## src/rtl/table_fsm_if.sv

```systemverilog
// Control, table-programming and status bundle for table_fsm.
interface table_fsm_if #(
   parameter int unsigned STATE_W = 3,
   parameter int unsigned IN_W    = 1,
   parameter int unsigned DWELL_W = 8
);
   logic               en;
   logic               sync_clr;
   logic [IN_W-1:0]    x;
   logic               tbl_we;
   logic [STATE_W-1:0] tbl_state;
   logic [IN_W-1:0]    tbl_in;
   logic [STATE_W-1:0] tbl_next;
   logic               tbl_err;
   logic [STATE_W-1:0] state;
   logic [STATE_W-1:0] prev_state;
   logic               state_changed;
   logic [DWELL_W-1:0] dwell;
   logic               illegal;

   modport master (
      output en, sync_clr, x, tbl_we, tbl_state, tbl_in, tbl_next,
      input  tbl_err, state, prev_state, state_changed, dwell, illegal
   );

   modport slave (
      input  en, sync_clr, x, tbl_we, tbl_state, tbl_in, tbl_next,
      output tbl_err, state, prev_state, state_changed, dwell, illegal
   );
endinterface

```

## src/rtl/table_fsm.sv

```systemverilog
// Table-driven Moore FSM: run-time programmable transitions, change strobe,
// previous-state tracking, saturating dwell counter and illegal-state recovery.
module table_fsm #(
   parameter int unsigned NUM_STATES  = 5,
   parameter int unsigned STATE_W     = 3,
   parameter int unsigned IN_W        = 1,
   parameter int unsigned RESET_STATE = 0,
   parameter int unsigned DWELL_W     = 8
) (
   input logic        clk,
   input logic        reset,
   table_fsm_if.slave bus
);
   localparam int unsigned      NUM_IN  = 2 ** IN_W;
   localparam logic [STATE_W:0] NUM_S   = (STATE_W + 1)'(NUM_STATES);
   localparam logic [STATE_W-1:0] RST_S = STATE_W'(RESET_STATE);

   logic [STATE_W-1:0] tbl [NUM_STATES][NUM_IN];

   logic [STATE_W-1:0] state_q, state_d;
   logic [STATE_W-1:0] prev_q, prev_d;
   logic [DWELL_W-1:0] dwell_q, dwell_d;
   logic               changed_q, changed_d;
   logic               illegal_q, illegal_d;
   logic               err_q, err_d;
   logic [STATE_W-1:0] step_s;
   logic               wr_ok;
   logic               cur_legal;

   // Widened compare so NUM_STATES == 2**STATE_W does not wrap to zero.
   function automatic logic in_range(input logic [STATE_W-1:0] v);
      return {1'b0, v} < NUM_S;
   endfunction

   assign cur_legal = in_range(state_q);
   assign wr_ok     = bus.tbl_we && in_range(bus.tbl_state) && in_range(bus.tbl_next);

   // Transition lookup; an illegal current state never indexes the table.
   always_comb begin
      step_s = state_q;
      for (int s = 0; s < int'(NUM_STATES); s++) begin
         for (int i = 0; i < int'(NUM_IN); i++) begin
            if (state_q == STATE_W'(s) && bus.x == IN_W'(i)) step_s = tbl[s][i];
         end
      end
   end

   // Table storage: defaults to a ring on reset, written independently of stepping.
   always_ff @(posedge clk or posedge reset) begin
      if (reset) begin
         for (int s = 0; s < int'(NUM_STATES); s++) begin
            for (int i = 0; i < int'(NUM_IN); i++) begin
               tbl[s][i] <= STATE_W'((s + 1) % int'(NUM_STATES));
            end
         end
      end else if (wr_ok) begin
         for (int s = 0; s < int'(NUM_STATES); s++) begin
            for (int i = 0; i < int'(NUM_IN); i++) begin
               if (bus.tbl_state == STATE_W'(s) && bus.tbl_in == IN_W'(i))
                  tbl[s][i] <= bus.tbl_next;
            end
         end
      end
   end

   // State register.
   always_ff @(posedge clk or posedge reset) begin
      if (reset) begin
         state_q   <= RST_S;
         prev_q    <= RST_S;
         dwell_q   <= '0;
         changed_q <= 1'b0;
         illegal_q <= 1'b0;
         err_q     <= 1'b0;
      end else begin
         state_q   <= state_d;
         prev_q    <= prev_d;
         dwell_q   <= dwell_d;
         changed_q <= changed_d;
         illegal_q <= illegal_d;
         err_q     <= err_d;
      end
   end

   // Next state and status: sync_clr > illegal recovery > step > hold.
   always_comb begin
      state_d   = state_q;
      illegal_d = illegal_q;
      prev_d    = prev_q;
      dwell_d   = dwell_q;
      changed_d = 1'b0;
      err_d     = bus.tbl_we && !wr_ok;

      if (bus.sync_clr) begin
         state_d   = RST_S;
         illegal_d = 1'b0;
      end else if (!cur_legal) begin
         state_d   = RST_S;
         illegal_d = 1'b1;
      end else if (bus.en) begin
         state_d = step_s;
      end

      if (state_d != state_q) begin
         prev_d    = state_q;
         changed_d = 1'b1;
         dwell_d   = '0;
      end else if (bus.sync_clr) begin
         dwell_d = '0;
      end else if (dwell_q != '1) begin
         dwell_d = dwell_q + DWELL_W'(1);
      end
   end

   assign bus.state         = state_q;
   assign bus.prev_state    = prev_q;
   assign bus.dwell         = dwell_q;
   assign bus.state_changed = changed_q;
   assign bus.illegal       = illegal_q;
   assign bus.tbl_err       = err_q;
endmodule

```

## src/flat_wrapper.sv

```systemverilog
// flat-port wrapper written by rule: the top's interface ports become plain ports
module table_fsm_flat 
#(
   parameter int unsigned NUM_STATES  = 5,
   parameter int unsigned STATE_W     = 3,
   parameter int unsigned IN_W        = 1,
   parameter int unsigned RESET_STATE = 0,
   parameter int unsigned DWELL_W     = 8
)
  (clk, reset, bus_en, bus_sync_clr, bus_x, bus_tbl_we, bus_tbl_state, bus_tbl_in, bus_tbl_next, bus_tbl_err, bus_state, bus_prev_state, bus_state_changed, bus_dwell, bus_illegal);
  table_fsm_if #(.STATE_W(STATE_W), .IN_W(IN_W), .DWELL_W(DWELL_W)) bus_i ();
  input logic clk;
  input logic reset;
  input wire logic [$bits(bus_i.en)-1:0] bus_en;
  input wire logic [$bits(bus_i.sync_clr)-1:0] bus_sync_clr;
  input wire logic [$bits(bus_i.x)-1:0] bus_x;
  input wire logic [$bits(bus_i.tbl_we)-1:0] bus_tbl_we;
  input wire logic [$bits(bus_i.tbl_state)-1:0] bus_tbl_state;
  input wire logic [$bits(bus_i.tbl_in)-1:0] bus_tbl_in;
  input wire logic [$bits(bus_i.tbl_next)-1:0] bus_tbl_next;
  output wire logic [$bits(bus_i.tbl_err)-1:0] bus_tbl_err;
  output wire logic [$bits(bus_i.state)-1:0] bus_state;
  output wire logic [$bits(bus_i.prev_state)-1:0] bus_prev_state;
  output wire logic [$bits(bus_i.state_changed)-1:0] bus_state_changed;
  output wire logic [$bits(bus_i.dwell)-1:0] bus_dwell;
  output wire logic [$bits(bus_i.illegal)-1:0] bus_illegal;
  assign bus_i.en = bus_en;
  assign bus_i.sync_clr = bus_sync_clr;
  assign bus_i.x = bus_x;
  assign bus_i.tbl_we = bus_tbl_we;
  assign bus_i.tbl_state = bus_tbl_state;
  assign bus_i.tbl_in = bus_tbl_in;
  assign bus_i.tbl_next = bus_tbl_next;
  assign bus_tbl_err = bus_i.tbl_err;
  assign bus_state = bus_i.state;
  assign bus_prev_state = bus_i.prev_state;
  assign bus_state_changed = bus_i.state_changed;
  assign bus_dwell = bus_i.dwell;
  assign bus_illegal = bus_i.illegal;
  table_fsm #(.NUM_STATES(NUM_STATES), .STATE_W(STATE_W), .IN_W(IN_W), .RESET_STATE(RESET_STATE), .DWELL_W(DWELL_W)) u_core (.clk(clk), .reset(reset), .bus(bus_i));
endmodule
```

## config.mk

```make
export PLATFORM = sky130hd
export DESIGN_NAME = table_fsm_flat
export DESIGN_NICKNAME = d
export VERILOG_FILES = /design/src/rtl/table_fsm_if.sv /design/src/rtl/table_fsm.sv /design/src/flat_wrapper.sv
export SDC_FILE = /design/constraint.sdc
export NUM_CORES = 1
export LEC_CHECK = 0
export BUFFER_PORTS_ARGS = -buffer_cell sky130_fd_sc_hd__clkbuf_2
export CELL_PAD_IN_SITES_DETAIL_PLACEMENT = 1
export CELL_PAD_IN_SITES_GLOBAL_PLACEMENT = 1
export CORE_ASPECT_RATIO = 0.75
export CORE_MARGIN = 10
export CORE_UTILIZATION = 50
export DETAILED_ROUTE_END_ITERATION = 10
export PLACE_DENSITY_LB_ADDON = 0.1
export SYNTH_ARGS = -nofsm -noshare
export SYNTH_HDL_FRONTEND = slang
export SYNTH_SLANG_ARGS = --single-unit
```

## constraint.sdc

```tcl
create_clock -name clk -period 4.63 [get_ports clk]
set_input_delay 0.6945 -clock clk [delete_from_list [all_inputs] [get_ports clk]]
set_output_delay 0.6945 -clock clk [all_outputs]
set_load 0.05 [all_outputs]
```

# --- Word-level counts from Yosys, hierarchy flattened ---
# Index checks and enable logic that the tools add are counted.
op_classes:
  n_eq_ne: 11
  bitwise_logic: 2
  n_reduce_logical: 37
  div_mod_pow: 0
  mul: 0
  order_cmp: 3
  add_sub_neg: 1
  muxes: 19
  n_shift: 0
op_table:
  columns: ["cell", "n"]
  rows:
  - ["two-way mux 3 bit", 13]
  - ["two-way mux 8 bit", 3]
  - ["logical AND 1 bit", 23]
  - ["AND reduction 2 bit", 10]
  - ["== test 3 x 2 -> 1 bit, second input constant", 4]
  - ["< comparator 3 bit, second input constant", 3]
  - ["adder 8 x 1 -> 8 bit, second input constant", 1]
  - ["!= test 8 bit, second input constant", 1]
  - ["== test 3 x 1 -> 1 bit, second input constant", 2]
  - ["== test 3 bit, second input constant", 2]
  - ["zero test 3 bit", 2]
  - ["two-way mux 1 bit", 3]
  - ["!= test 3 bit", 1]
  - ["nonzero test 3 bit", 1]
  - ["!= test 2 bit, second input constant", 1]
  - ["NOT 1 bit", 2]
  - ["zero test 1 bit", 1]
word_totals:
  ramBits: 0
  out_inout_bits: 17
  latchBits: 0
  mem_bits_ro: 0
  wordCells: 89
  regBits: 47
  input_bits: 13
  memories: 0

# --- Depth between registers and ports, before layout ---
# Gate-level depths: netlist of the first run.
logic_depth:
  depth_word: 17
  ltp_mapped: 9
  depth_no_buf: 7

# --- Least setup slack after synthesis of the first run ---
# Ideal clock, no wire load.
synth_path:
  kind: "in2reg"
  startpoint: "input port bus_x"
  endpoint: "register u_core.prev_q[2] (netlist: u_core.bus.prev_state[2])"
  n_path_buf: 2
  stages: 8
  setup_ns: 0.125
  path_slack_ns: 2.134
  t_arrival_ns: 2.371
  required_ns: 4.505
  cell_sequence: "buf_6 -> nor3b_1 -> a2111o_1 -> a221o_1 -> mux2i_1 -> nor3_2 -> buf_6 -> mux2_4"
synth_via:
  elab_chain_cells: 16
  elab_cells_between_ends: 25
  cone_classes: "1 x eq/ne; 13 x mux; 1 x bitwise; 10 x reduce/logical"
synth_lines:
  columns: ["element", "line", "text"]
  rows:
  - ["from (decl)", "flat_wrapper.sv:16", "input wire logic [$bits(bus_i.x)-1:0] bus_x;"]
  - ["NOT 1 bit", "table_fsm.sv:43", "if (state_q == STATE_W'(s) && bus.x == IN_W'(i)) step_s = tbl[s][i];"]
  - ["logical AND 1 bit", "table_fsm.sv:43", null]
  - ["two-way mux 3 bit (9 in a row)", "table_fsm.sv:43", null]
  - ["two-way mux 3 bit (*)", "table_fsm.sv:43", null]
  - ["two-way mux 3 bit (*)", "table_fsm.sv:100", "end else if (bus.en) begin"]
  - ["two-way mux 3 bit (*)", "table_fsm.sv:97", "end else if (!cur_legal) begin"]
  - ["two-way mux 3 bit (*)", "table_fsm.sv:94", "if (bus.sync_clr) begin"]
  - ["!= test 3 bit (*)", "table_fsm.sv:104", "if (state_d != state_q) begin"]
  - ["to (signal assigned)", "table_fsm.sv:77", "prev_q <= prev_d;"]
  - ["to (decl)", "table_fsm.sv:21", "logic [STATE_W-1:0] prev_q, prev_d;"]
# Mark *: on every way between the ends. The rest lies on a longest branch, timed or not.
# A chain may end at the register's enable or synchronous reset.

# --- Worst setup path in the final report of the first run ---
layout_path:
  startpoint: "register u_core.state_q[0] (netlist: u_core.bus.state[0])"
  endpoint: "register u_core.prev_q[0] (netlist: u_core.bus.prev_state[0])"
layout_via:
  elab_chain_cells: 16
  elab_cells_between_ends: 30
  cone_classes: "1 x order compare; 5 x eq/ne; 13 x mux; 11 x reduce/logical"
layout_lines:
  columns: ["element", "line", "text"]
  rows:
  - ["from (decl)", "table_fsm.sv:20", "logic [STATE_W-1:0] state_q, state_d;"]
  - ["from (signal assigned)", "table_fsm.sv:76", "state_q <= state_d;"]
  - ["zero test 3 bit", "table_fsm.sv:43", null]
  - ["logical AND 1 bit", "table_fsm.sv:43", null]
  - ["two-way mux 3 bit (10 in a row)", "table_fsm.sv:43", null]
  - ["two-way mux 3 bit", "table_fsm.sv:100", null]
  - ["two-way mux 3 bit", "table_fsm.sv:97", null]
  - ["two-way mux 3 bit", "table_fsm.sv:94", null]
  - ["!= test 3 bit", "table_fsm.sv:104", null]
# Parallel ways exist; a longest one is shown, timed or not.

==> results.txt, run 1 <==
The sum of negative setup slack came out at 0 ns. The cell count after synthesis is 208. The critical path is of the reg2reg type.

The initial antenna violation count is 0. The final global-route overflow total came out at 0. Setup repair after global routing left no endpoint under its margin. The routing usage on met3 is 0.0419.

Derived from the worst setup path, the maximum achievable clock frequency is 0.328 GHz. The buffer count from post-CTS setup fixing came out at 0. The tightest slew margin relative to the limit came out at 0.476.

The dominant register cell in the synthesized netlist is dfrtp_1. The count of pins over their slew limit is 0. Yosys mapped the design onto 44 distinct sky130hd cell types.

STA classifies the critical path endpoint as a flop. The final net count is 247. Ranked by total cell area, the synthesized netlist is headed by dfrtp_1 38%, mux2_2 16%, dfstp_2 11%, mux2i_1 5.4%, nand3_1 2.3%. The startpoint identified for the worst register-to-register timing path is u_core.bus.state[0]. The total power is roughly 1200 uW.

TritonCTS built the clock tree. The net count after synthesis is 222. The startpoint identified for the worst hold timing path is u_core.tbl[7]. The share of the synthesized area in compound gates (AO/OA/AOI/OAI) came out at 0.0762. The parity-gate share of the synthesized area counting xor and xnor cells came out at 0.00721. The floorplan step set the die height to 80.4 um.

The relative contribution of sequential cells to total power is 0.486. The total clock buffers created by CTS came out at 5. Grouping stages by cell kind, the critical path spends the most delay in flip-flops. The endpoint of the most critical register-to-register path is u_core.bus.prev_state[0]. The via count of the first global-routing pass came out at approximately 1,900.

For this design, the CTS-stage hold fixing added 0 buffers. The data arrival time of the critical path came out at 3.23 ns. The final-report hold violation count was 0. The max-capacitance violation count came out at 0. The number of rows in the core area is 21. The total of cells resized after clock tree synthesis is 0. The synthesized design contains 47 register bits.

Across all layers, the routed design uses 1,720 vias. The number of setup violations in the final report came out at 0. Setup slack on the worst reg-to-reg path comes out at 1.58 ns.

The maximum root-to-sink buffer count is 2. The number of H-tree levels is 2. After global routing, the most crowded layer is met2.

In the global route stage, overall resource usage came out at 0.157. The length in cells of the worst reg-to-reg path came out at 6. The number of DRC violations after detailed routing is 0. The min-delay analysis places its worst path in the category reg2reg. The clock-pin slew reported for the worst setup and hold paths after clock tree synthesis is 0.08 ns.

The standby leakage power is 0.00121 uW. The largest incremental delay on the critical path came out at 0.79 ns. Relative to the synthesized area, the layout overhead comes to 9.68%.

The most numerous cell type found on the critical path is mux2i_1. The portion of the clock cycle consumed by the worst path in the final layout came out at 0.658. The count of flip-flops with a built-in enable after synthesis came out at 0. The slew at the pin closest to its max-slew limit came out at 0.781 ns.

The post-synthesis adder-cell area fraction is 0.00515. The core outline area came out at between 0.004 and 0.005 mm^2. Yosys printed 0 warnings. The boundary pin count came out at 30. For this configuration, the core starts out at a cell density of 0.532. The maximum vdd drop came out at approximately 0.00027 V. The switching power total came out at between 400 and 500 uW. The cell sitting at the root of the clock tree is a clkbuf_8. STA classifies the critical path startpoint as a flop. The sink count of the clock tree is 47. For this run, global-route usage on met2 was measured as 0.256. The share of synthesized area in the top cell type comes to 0.381. The number of iterations in the first detailed-routing pass is 4. In this run, the number of DRC markers left after iteration 0 of detailed routing was 61.

Of the total synthesized cell area, the portion taken by AND, OR, NAND and NOR gates is 0.172. The die is 101 um wide. The fraction of synthesis flops using an asynchronous set or reset pin came out at 1.00. The per-cell routed wire length is around 20 um. The first global-routing pass estimated 10,200 um of wire. The synthesized cell area came out at 0.00243 mm^2. The slowest stage cell on the critical path is dfrtp_1.

The met1 track demand over resource in global routing is 0.206. Of the total power, the clock network draws 0.201. The share of the Yosys chip area taken by registers is 0.489. STA puts the critical path data required time at a little under 5 ns. The clock period minus worst slack came out at 3.05 ns.

The mean number of vias per cell came out at a little under 6. The multiplexer area fraction after synthesis came out at 0.217. The sum of buffers and inverters on the critical path is 0. The count of antenna diodes in the layout came out at 0. The critical path goes through mux2i_1 > a2111o_1 > a221o_1 > mux2i_1 > nor3_2 > mux2_2. The area enclosed by the die boundary came out at between 0.008 and 0.009 mm^2. The flow ran to the end, and the final reports show no timing, DRC or antenna violations. Cell internal power was estimated by the tool at between 700 and 800 uW. The count of buffers from port buffering is 29. The dominant cell type by area after synthesis is dfrtp_1.

The proportion of power drawn by combinational gates came out at 0.314. Each instance of the synthesized netlist takes up on average 11.7 um^2. The worst clock skew is 0.00411 ns. The endpoint with the worst hold slack is u_core.tbl[7]. The largest net degree at the start of global routing is 48. The share of total power consumed by net switching is 0.361. The routed wire length is 5960 um.

The minimum hold slack came out at around 0.50 ns. The count of cells along the worst hold path is 1. Detailed placement finished with a half-perimeter wire length of 4440 um.

The insertion delay of the later-clocked pin in the worst-skew pair is 0.29 ns. The peak fanout along the critical path came out at 21. In this run the remaining antenna-violating nets after routing total 0. The final weighted congestion in routability-driven placement is 0.803. The fraction of layout cells with a size suffix above 1 came out at 0.385. The total power per unit cell area came out at 446 mW/mm^2.

After synthesis, the largest family of logic cells by area is multiplexers.
[worst max path at each step]
| stage | start | end | slack (ns) | depth (start not counted) |
|---|---|---|---|---|
| 3_3_place_gp | bus_x | u_core.bus.prev_state[0] | 1.58 | 7 |
| 2_1_floorplan | bus_x | u_core.bus.prev_state[2] | 2.13 | 8 |
| 3_5_place_dp | bus_x | u_core.bus.prev_state[0] | 1.38 | 7 |
| 5_1_grt | u_core.bus.state[0] | u_core.bus.prev_state[0] | 1.37 | 6 |
| 6_report | u_core.bus.state[0] | u_core.bus.prev_state[0] | 1.58 | 6 |
| 4_1_cts | u_core.bus.state[0] | u_core.bus.prev_state[0] | 1.57 | 6 |
[cell families after synthesis]
kind of cell / count (synthesis)
AO/OA/AOI/OAI: 28
flip-flops: 47
buffers and inverters: 14
adder cells (fa/ha/maj): 1
multiplexers: 48
AND/OR/NAND/NOR: 68
XOR/XNOR: 2
[layout make-up]
class | count | area (um^2)
Tap cell | 57 | 71.3
Clock buffer | 5 | 68.8
Clock inverter | 3 | 15.0
Timing Repair Buffer | 30 | 153
Multi-Input combinational cell | 147 | 1160
Sequential cell | 47 | 1190
Fill cell | 508 | 1910
Inverter | 2 | 7.51
[metrics by stage]
stage          area (um^2)  cells  utilization  worst slack, ns
2_1_floorplan         2430    208            -             2.13
3_3_place_gp          2580    283        0.565             1.58
3_5_place_dp          2580    283        0.565             1.38
4_1_cts               2670    291        0.583             1.57
5_1_grt               2670    291        0.583             1.37
6_report              2670    291        0.583             1.58
[cells in the mapped netlist, types with 3 or more instances]
master	instances
dfrtp_1	37
nand3b_1	4
and3_1	3
nor3b_1	6
nand2_1	13
mux2i_1	13
dfstp_2	10
nor3_1	3
buf_6	3
nor2_1	9
o21ai_0	7
nand3_1	11
mux2_2	34
nor3b_2	3
nand2b_1	3
clkbuf_1	7
a21oi_1	6
a21o_1	3
nor2b_1	3
[flip-flops by register name, summed over array words and instances, names as in the netlist]
name	count
u_core.bus.illegal	1
u_core.bus.dwell	8
u_core.bus.prev_state	3
u_core.bus.state_changed	1
u_core.bus.state	3
u_core.tbl	30
u_core.bus.tbl_err	1
[power by group through the flow]
stage | Sequential (uW) | Clock [uW] | Combinational, uW
4_1_cts | 577 | 245 | 377
2_1_floorplan | 642 | 0 | 223
3_3_place_gp | 576 | 0 | 355
3_5_place_dp | 583 | 0 | 375
6_report | 577 | 239 | 373
5_1_grt | 590 | 268 | 407
[metal layers]
metal | vias up | wire (um)
li1 | 811 | -
met1 | 877 | 2820
met2 | 30 | 2870
met3 | 2 | 253
met4 | 0 | 11
met5 | - | 0
[cell usage in the layout (no fill, tap or decap), types with 2 or more instances in the layout]
cell type  Yosys  routed
dfrtp_1       37      37
mux2_2        34      34
clkbuf_2       0      29
nand2_1       13      13
mux2i_1       13      13
nand3_1       11      11
dfstp_2       10      10
nor2_1         9       9
o21ai_0        7       7
nor3b_1        6       6
a21oi_1        6       6
clkbuf_8       0       5
nand3b_1       4       4
nor3_1         3       3
and3_1         3       3
nor2b_1        3       3
a21o_1         3       3
nand2b_1       3       3
nor3b_2        3       3
clkinv_2       0       3
and3b_1        2       2
and4_1         2       2
nor4b_2        2       2
a31oi_1        2       2
Power figures use the tool's default switching activity.
==> run 2, diff against run 1 <==
--- a/config.mk
+++ b/config.mk
@@ -5,12 +5,13 @@
 export SDC_FILE = /design/constraint.sdc
 export NUM_CORES = 1
 export LEC_CHECK = 0
+export ABC_AREA = 1
 export BUFFER_PORTS_ARGS = -buffer_cell sky130_fd_sc_hd__clkbuf_2
 export CELL_PAD_IN_SITES_DETAIL_PLACEMENT = 1
 export CELL_PAD_IN_SITES_GLOBAL_PLACEMENT = 1
 export CORE_ASPECT_RATIO = 0.75
 export CORE_MARGIN = 10
-export CORE_UTILIZATION = 50
+export CORE_UTILIZATION = 38
 export DETAILED_ROUTE_END_ITERATION = 10
 export PLACE_DENSITY_LB_ADDON = 0.1
 export SYNTH_ARGS = -nofsm -noshare
==> constraint.sdc (replaced) <==
create_clock -name clk -period 2.7 [get_ports clk]
set_input_delay 0.405 -clock clk [delete_from_list [all_inputs] [get_ports clk]]
set_output_delay 0.405 -clock clk [all_outputs]
set_load 0.05 [all_outputs]
==> run 2 against run 1 <==
Compared with the run above:
- hold slack worse by 0.40 ns
- count of clock-buffer cells in the layout is 1 higher
- critical path type unchanged
- sequential cell count stayed put
- via count is 25% higher
- core utilization is 13 points lower
- synthesized area is 3.4% higher
- largest cell class unchanged
==> results.txt, run 2 <==
The antenna violation net count after detailed routing was 0 (unchanged). The buffer count from post-CTS setup fixing is 0 (unchanged). The relative area change from synthesis to final layout came out at 14.4%.

The worst clock skew is 0.00719 ns (+0.00308 ns). The final weighted congestion in routability-driven placement came out at 0.782 (-2.6%). The via count of the first global-routing pass is 2,215 (+18%). The biggest area contributor in the post-synthesis netlist is dfrtp_1.

By count the netlist is led by 95 x nand2_1, 43 x inv_1, 38 x o21ai_0, 37 x dfrtp_1, 23 x nor2_1. In the post-synthesis netlist, the biggest area contributors are dfrtp_1 37%, nand2_1 14%, dfstp_2 10%, o21ai_0 7.6%, inv_1 6.4%. The worst endpoint required time is 2.90 ns (-1.91 ns). The total of cells resized after clock tree synthesis was 0 (unchanged). The setup path with the least slack is of type reg2reg. The net count after synthesis is 346 (+56%).

The synthesized cell area is 0.00251 mm^2 (+3.4%). The total global-route track usage was 0.134 (-0.0224). The boundary pin count is 30 (unchanged). The peak fanout along the critical path came out at 12 (-43%). The total power per unit cell area is 758 mW/mm^2 (+70%). The number of setup violations in the final report is 0 (unchanged). The number of vias in the routed layout came to 2,157 (+25%). The final net count is 379 (+53%).

The first-pass GRT wire length was 11,400 um (+13%). The maximum vdd drop is 0.000398 V (+47%). The proportion of synthesized chip area in sequential cells is 0.473 (-0.0161). The final-report hold violation count is 0 (unchanged). The clock-pin slew reported for the worst setup and hold paths after clock tree synthesis came out at 0.09 ns (about the same). The portion of the clock cycle consumed by the worst path in the final layout is 0.838 (+0.179).

The largest net degree at the start of global routing was 26 (-46%). The standby leakage power is 0.00140 uW (+16%). The highest achievable clock rate came out at 0.442 GHz (+35%).

The cell with the most instances after synthesis is nand2_1. The core outline area is 0.00635 mm^2 (+39%). The count of flip-flops with a built-in enable after synthesis came out at 0 (unchanged). The insertion delay of the later-clocked pin in the worst-skew pair was 0.31 ns (+0.02 ns). The count of pins over their slew limit was 0 (unchanged).

The final global-route overflow total came out at 0 (unchanged). The sum of negative setup slack came out at 0 ns (unchanged). The number of DRC violations after detailed routing is 0 (unchanged). The die span in x was 114 um (+13%). The data arrival time of the critical path is 2.46 ns (-0.77 ns).

The run finished with clean final reports. The max-capacitance violation count is 0 (unchanged). The number of flip-flops in the largest register is 30 (unchanged). The total clock buffers created by CTS is 5 (unchanged). The clock period minus worst slack came out at 2.26 ns (-0.787 ns). The initial core utilization came to 0.396 (-0.136). TritonCTS built the clock tree. The number of H-tree levels came out at 2 (unchanged). In this run the worst hold path is classified as in2async. The count of distinct cell types in the synthesized netlist is 29 (-34%). Leaving out fill and tap cells, the most frequent cell in the layout is nand2_1. The per-cell routed wire length came out at 14.9 um (-27%). The count of yosys warnings during synthesis came out at 0 (unchanged). The mean number of vias per cell is 4.83 (-18%). The total power came out at 2180 uW (+83%).

The register with the most flip-flops in the final layout is u_core.tbl. The worst setup path is launched from a flop. The height of the die came out at 90.4 um (+13%).

The minimum hold slack is 0.104 ns (-0.399 ns). The area enclosed by the die boundary was 0.0103 mm^2 (+28%). The number of iterations in the first detailed-routing pass is 4 (unchanged). The sink count of the clock tree came out at 47 (unchanged).

The count of antenna diodes in the layout is 0 (unchanged). In the layout the commonest cells are 95 x nand2_1, 42 x inv_1, 38 x o21ai_0, 37 x dfrtp_1, 29 x clkbuf_2. The routed wire length came out at 6660 um (+12%). The detailed router's first-iteration violation count is 52 (-15%).

The initial antenna violation count was 0 (unchanged). The synthesized area per cell was 7.57 um^2 (-35%). Clock tree synthesis selected as its root buffer the cell clkbuf_8.

The maximum root-to-sink buffer count is 2 (unchanged). The dominant register cell in the synthesized netlist is dfrtp_1. The fraction of layout cells with a size suffix above 1 is 0.208 (-0.177). The tightest slew margin relative to the limit is 0.657 (+0.180). The number of rows in the core area is 25 (+19%). The number of hold buffers added after CTS is 0 (unchanged). The post-synthesis register bit count is 47 (unchanged). Setup repair after global routing left no endpoint under its margin. The total half-perimeter wirelength after legalization and detailed placement is 5140 um (+16%). The cell count after synthesis is 332 (+60%). The fraction of synthesis flops using an asynchronous set or reset pin came out at 1.00 (unchanged).

STA classifies the critical path endpoint as a flop. The slew at the pin closest to its max-slew limit was 0.514 ns (-0.267 ns). The area share of the largest cell type after synthesis came out at 0.368 (-0.0125). The count of buffers from port buffering is 29 (unchanged).
## run 2: layout make-up
cell class                      instances  area, um^2
Clock buffer                            6        72.6
Clock inverter                          2        60.1
Fill cell                             797        3470
Inverter                               47         176
Multi-Input combinational cell        229        1090
Sequential cell                        47        1190
Tap cell                               81         101
Timing Repair Buffer                   35         190
## run 2: kinds of logic (layout without fill, tap and decap cells)
kind of cell    count (synthesis)  count (layout)  share of synthesized area
buf+inv                        56              90                     0.0946
flops                          47              47                      0.473
compound gates                 54              54                      0.110
fa+ha+maj                       1               1                    0.00498
simple gates                  174             174                      0.318
## run 2: path summary, 6_finish.rpt
| check | startpoint | to | slack (ns) | cells after the start |
|---|---|---|---|---|
| min reg2reg | u_core.tbl[3] | u_core.tbl[3] | 0.49 | 2 |
| max in group asynchronous | reset | u_core.tbl[19] | 1.97 | 3 |
| min in group clk | bus_tbl_we | u_core.bus.tbl_err | 0.31 | 3 |
| min | reset | u_core.tbl[14] | 0.10 | 2 |
| max reg2reg | u_core.bus.state[0] | u_core.bus.prev_state[0] | 0.44 | 13 |
| max | u_core.bus.state[0] | u_core.bus.prev_state[0] | 0.44 | 13 |
## run 2: metrics by stage
step	worst slack [ns]	cells	utilization	area, um^2
floorplan	0.465	332	-	2510
global placement	0.469	439	0.432	2740
detailed placement	0.358	439	0.432	2740
CTS	0.430	447	0.453	2880
global route	0.137	447	0.453	2880
finish	0.438	447	0.453	2880
## run 2: metal layers
metal / routed length (um) / share of wire / GRT usage / vias to the layer above
met5: 0 / 0 / 0 / -
met2: 2770 / 0.42 / 0.189 / 23
met4: 74 / 0.011 / 0.0333 / 0
met3: 203 / 0.030 / 0.0352 / 9
li1: - / - / - / 1115
met1: 3610 / 0.54 / 0.196 / 1010
## run 2: critical path: stages (launching register included)
cell     delay, ns
dfrtp_1       0.60
inv_1         0.23
nor2_4        0.21
nand2_1       0.07
o21ai_0       0.16
nor2_1        0.09
nand3_1       0.09
nand2_1       0.07
nand3_1       0.07
nand2_1       0.09
nor2_4        0.17
nand2_4       0.15
nand2_1       0.09
nand2_1       0.06
## run 2: power breakdown
part	internal (uW)	leakage [uW]	total (uW)	switching (uW)
Sequential	855	0.000589	949	93.8
Clock	370	0.0000654	620	249
Combinational	178	0.000749	612	434
Total	1400	0.00140	2180	777
==> run 3, diff against run 2 <==
--- a/config.mk
+++ b/config.mk
@@ -11,7 +11,7 @@
 export CELL_PAD_IN_SITES_GLOBAL_PLACEMENT = 1
 export CORE_ASPECT_RATIO = 0.75
 export CORE_MARGIN = 10
-export CORE_UTILIZATION = 38
+export CORE_UTILIZATION = 42
 export DETAILED_ROUTE_END_ITERATION = 10
 export PLACE_DENSITY_LB_ADDON = 0.1
 export SYNTH_ARGS = -nofsm -noshare
==> constraint.sdc (replaced) <==
create_clock -name clk -period 2.2 [get_ports clk]
set_input_delay 0.33 -clock clk [delete_from_list [all_inputs] [get_ports clk]]
set_output_delay 0.33 -clock clk [all_outputs]
set_load 0.05 [all_outputs]
==> run 3 against run 2 <==
Compared with the run above:
- register-to-register slack worse by 0.38 ns
- core utilization is 7.4 points higher
- cell count increased by 2.9%
- count of clock-buffer cells in the layout is 1 higher
- sequential share of layout area is 2.3 points lower
- critical path type unchanged
- sequential cell count unchanged
- non-clock buffer count increased by 14
- wire length is 11% higher
- clock power down 11%
- global-route usage rose by 2.5 points
- fmax up 5.6%
==> results.txt, run 3 (synthesized netlist as in run 2, its figures left out) <==
The cell area after layout is 0.00306 mm^2 (+6.2%). By instance count, the cell type seen most on the critical path is nand2_1. The total half-perimeter wirelength after legalization and detailed placement came out at 5440 um (+5.9%). The worst endpoint required time is 2.44 ns (-0.46 ns). The worst clock skew was 0.00723 ns (+0.0000342 ns). The count of buffers from port buffering came to 29 (unchanged). The clock period minus worst slack came out at 2.14 ns (-0.119 ns). On the critical path, the stage with the largest delay is an instance of dfrtp_2. The die span in x is 109 um (-4.0%). The number of rows in the core area came out at 24 (-4.0%).

The maximum vdd drop was 0.000317 V (-20%). The area enclosed by the die boundary came out at 0.00951 mm^2 (-7.7%). The total cell area at the placement stage came out at 0.00277 mm^2 (+0.91%). The number of H-tree levels came out at 2 (unchanged). The final-report hold violation count came out at 0 (unchanged). The final weighted congestion in routability-driven placement came out at 0.809 (+3.5%). The cell family contributing the most delay on the critical path is simple AND/OR/NAND/NOR gates. The number of DRC violations after detailed routing came out at 0 (unchanged). The per-cell routed wire length came out at 16.1 um (+8.1%). The total power per unit cell area came out at 870 mW/mm^2 (+15%). The sink count of the clock tree came to 47 (unchanged).

The slack of the critical path came out at 0.0578 ns (-0.381 ns). The worst setup path is captured at a flop. The total power came to 2660 uW (+22%). The slew at the pin closest to its max-slew limit is 0.638 ns (+0.123 ns). The detailed router's first-iteration violation count was 125 (+140%). The max-capacitance violation count was 0 (unchanged). The final core utilization was 0.527 (+0.0742). The kind of start point of the critical path is a flop. The final-layout fill cell count came out at 739 (-7.3%). The mean number of vias per cell is 5.14 (+6.5%). The highest achievable clock rate came out at 0.467 GHz (+5.6%). The peak fanout along the critical path came out at 6 (-6). The fraction of layout cells with a size suffix above 1 was 0.272 (+0.0646). The height of the die is 87 um (-3.8%). The clock-pin slew reported for the worst setup and hold paths after clock tree synthesis is 0.09 ns (about the same). The library cells used most frequently in the layout, excluding fill and tap cells, are 92 x nand2_1, 42 x inv_1, 36 x o21ai_0, 34 x dfrtp_1, 29 x clkbuf_2. The number of iterations in the first detailed-routing pass was 5 (+1). The most common library cell in the layout ignoring fill and taps is nand2_1. The total instance count after detailed placement is 438 (-0.23%). The critical path is of the reg2reg type.

The relative area change from synthesis to final layout is 21.6%. The total clock buffers created by CTS is 5 (unchanged). The tightest slew margin relative to the limit was 0.574 (-0.0824). The total global-route track usage was 0.159 (+0.0251). The initial core utilization is 0.434 (+0.0379). CTS placed an instance of clkbuf_8 at the clock tree root. The number of flip-flops in the largest register came to 30 (unchanged). The setup slack after placement is -0.0635 ns (-0.421 ns).

The routed wire length was 7400 um (+11%). The boundary pin count was 30 (unchanged). The largest incremental delay on the critical path came out at 0.46 ns (-0.14 ns). The sum of buffers and inverters on the critical path is 3 (+2). The number of setup violations in the final report was 0 (unchanged). The initial antenna violation count came out at 0 (unchanged). The via count of the first global-routing pass is 2,452 (+11%).

The maximum root-to-sink buffer count came out at 2 (unchanged). The final net count was 395 (+4.2%). The insertion delay of the later-clocked pin in the worst-skew pair came to 0.30 ns (about the same). The first-pass GRT wire length came out at 12,200 um (+6.6%). The min-delay analysis places its worst path in the category in2async. The core outline area came out at 0.00580 mm^2 (-8.7%). The number of vias in the routed layout came out at 2,364 (+9.6%).

The count of pins over their slew limit came out at 0 (unchanged). The post-route non-filler standard cell count is 460 (+2.9%). The register with the most flip-flops in the final layout is u_core.tbl. The largest net degree at the start of global routing was 29 (+12%). The run finished with clean final reports. The antenna violation net count after detailed routing came out at 0 (unchanged). TritonCTS built the clock tree.

The standby leakage power came out at 0.00149 uW (+6.1%). The final global-route overflow total is 0 (unchanged). The count of antenna diodes in the layout was 0 (unchanged). Setup repair after global routing could not meet its margin everywhere. The data arrival time of the critical path came out at 2.38 ns (-0.08 ns). The portion of the clock cycle consumed by the worst path in the final layout came out at 0.974 (+0.136). The critical path goes through buf_12 > nor2_2 > buf_4 > nand4_1 > nand3_1 > nor2_1 > nand2_1 > nand2_1 > nand2_1 > nand2_1 > nand3_1 > nand2_1 > nor2_4 > buf_12 > nand2_4 > nor2_2.
-- run 3: cell types whose count changed in the layout (fill, tap and decap cells not counted), sizes merged --
cell / previous run / this run
bufinv: 2 / 0
nor2: 37 / 38
nand2: 99 / 100
clkinv: 0 / 1
buf: 6 / 20
clkbuf: 35 / 36
-- run 3: power by group --
| group | leakage (uW) | switching, uW | internal [uW] |
|---|---|---|---|
| clock | 0.0000482 | 296 | 254 |
| sequential | 0.000585 | 117 | 1050 |
| combinational | 0.000857 | 615 | 324 |
-- run 3: stage by stage --
| step | hold WS (ns) | TNS [ns] |
|---|---|---|
| after CTS | 0.0969 | 0 |
| after global routing | 0.125 | -0.779 |
| final | 0.0812 | 0 |
| after floorplan | 0.396 | 0 |
| after global placement | 0.428 | 0 |
| after detailed placement | 0.435 | -0.154 |
-- run 3: worst reg2reg max path: stages, from the launching register on --
cell	delay, ns
dfrtp_2	0.46
buf_12	0.15
nor2_2	0.14
buf_4	0.13
nand4_1	0.07
nand3_1	0.12
nor2_1	0.05
nand2_1	0.05
nand2_1	0.06
nand2_1	0.06
nand2_1	0.07
nand3_1	0.08
nand2_1	0.09
nor2_4	0.23
buf_12	0.14
nand2_4	0.08
nor2_2	0.09
-- run 3: worst paths after layout --
kind                                          start                   to  depth (start not counted)  slack (ns)
max in group asynchronous                     reset       u_core.tbl[19]                          3        1.49
worst max register to register  u_core.bus.state[0]  u_core.bus.dwell[7]                         16        0.06
worst max-delay path            u_core.bus.state[0]  u_core.bus.dwell[7]                         16        0.06
worst min-delay path                          reset        u_core.tbl[4]                          2        0.08
min in group clk                         bus_tbl_we   u_core.bus.tbl_err                          3        0.25
worst min register to register        u_core.tbl[7]        u_core.tbl[7]                          2        0.49
-- run 3: repair_timing --
item / CTS / global route
setup buffers: 0 / 12
gates cloned: 0 / 2
endpoints found under the setup margin: 7 / 12
pin swaps: 0 / 5
resized for setup: 2 / 17
hold buffers: 0 / 0
-- run 3: per-layer routing --
metal	vias to the layer above	GRT usage	wire (um)
li1	1160	-	-
met3	5	0.0362	258
met2	37	0.250	3430
met5	-	0	0
met1	1162	0.223	3670
met4	0	0.0212	39
-- run 3: layout make-up --
type                    count  area (um^2)  area share
clock inverters             1         5.00     0.00164
clock buffers               7         86.3      0.0283
multi-input cells         231         1160       0.378
repair buffers             49          337       0.110
flip-flops and latches     47         1190       0.390
well taps                  78         97.6      0.0319
inverters                  47          181      0.0594
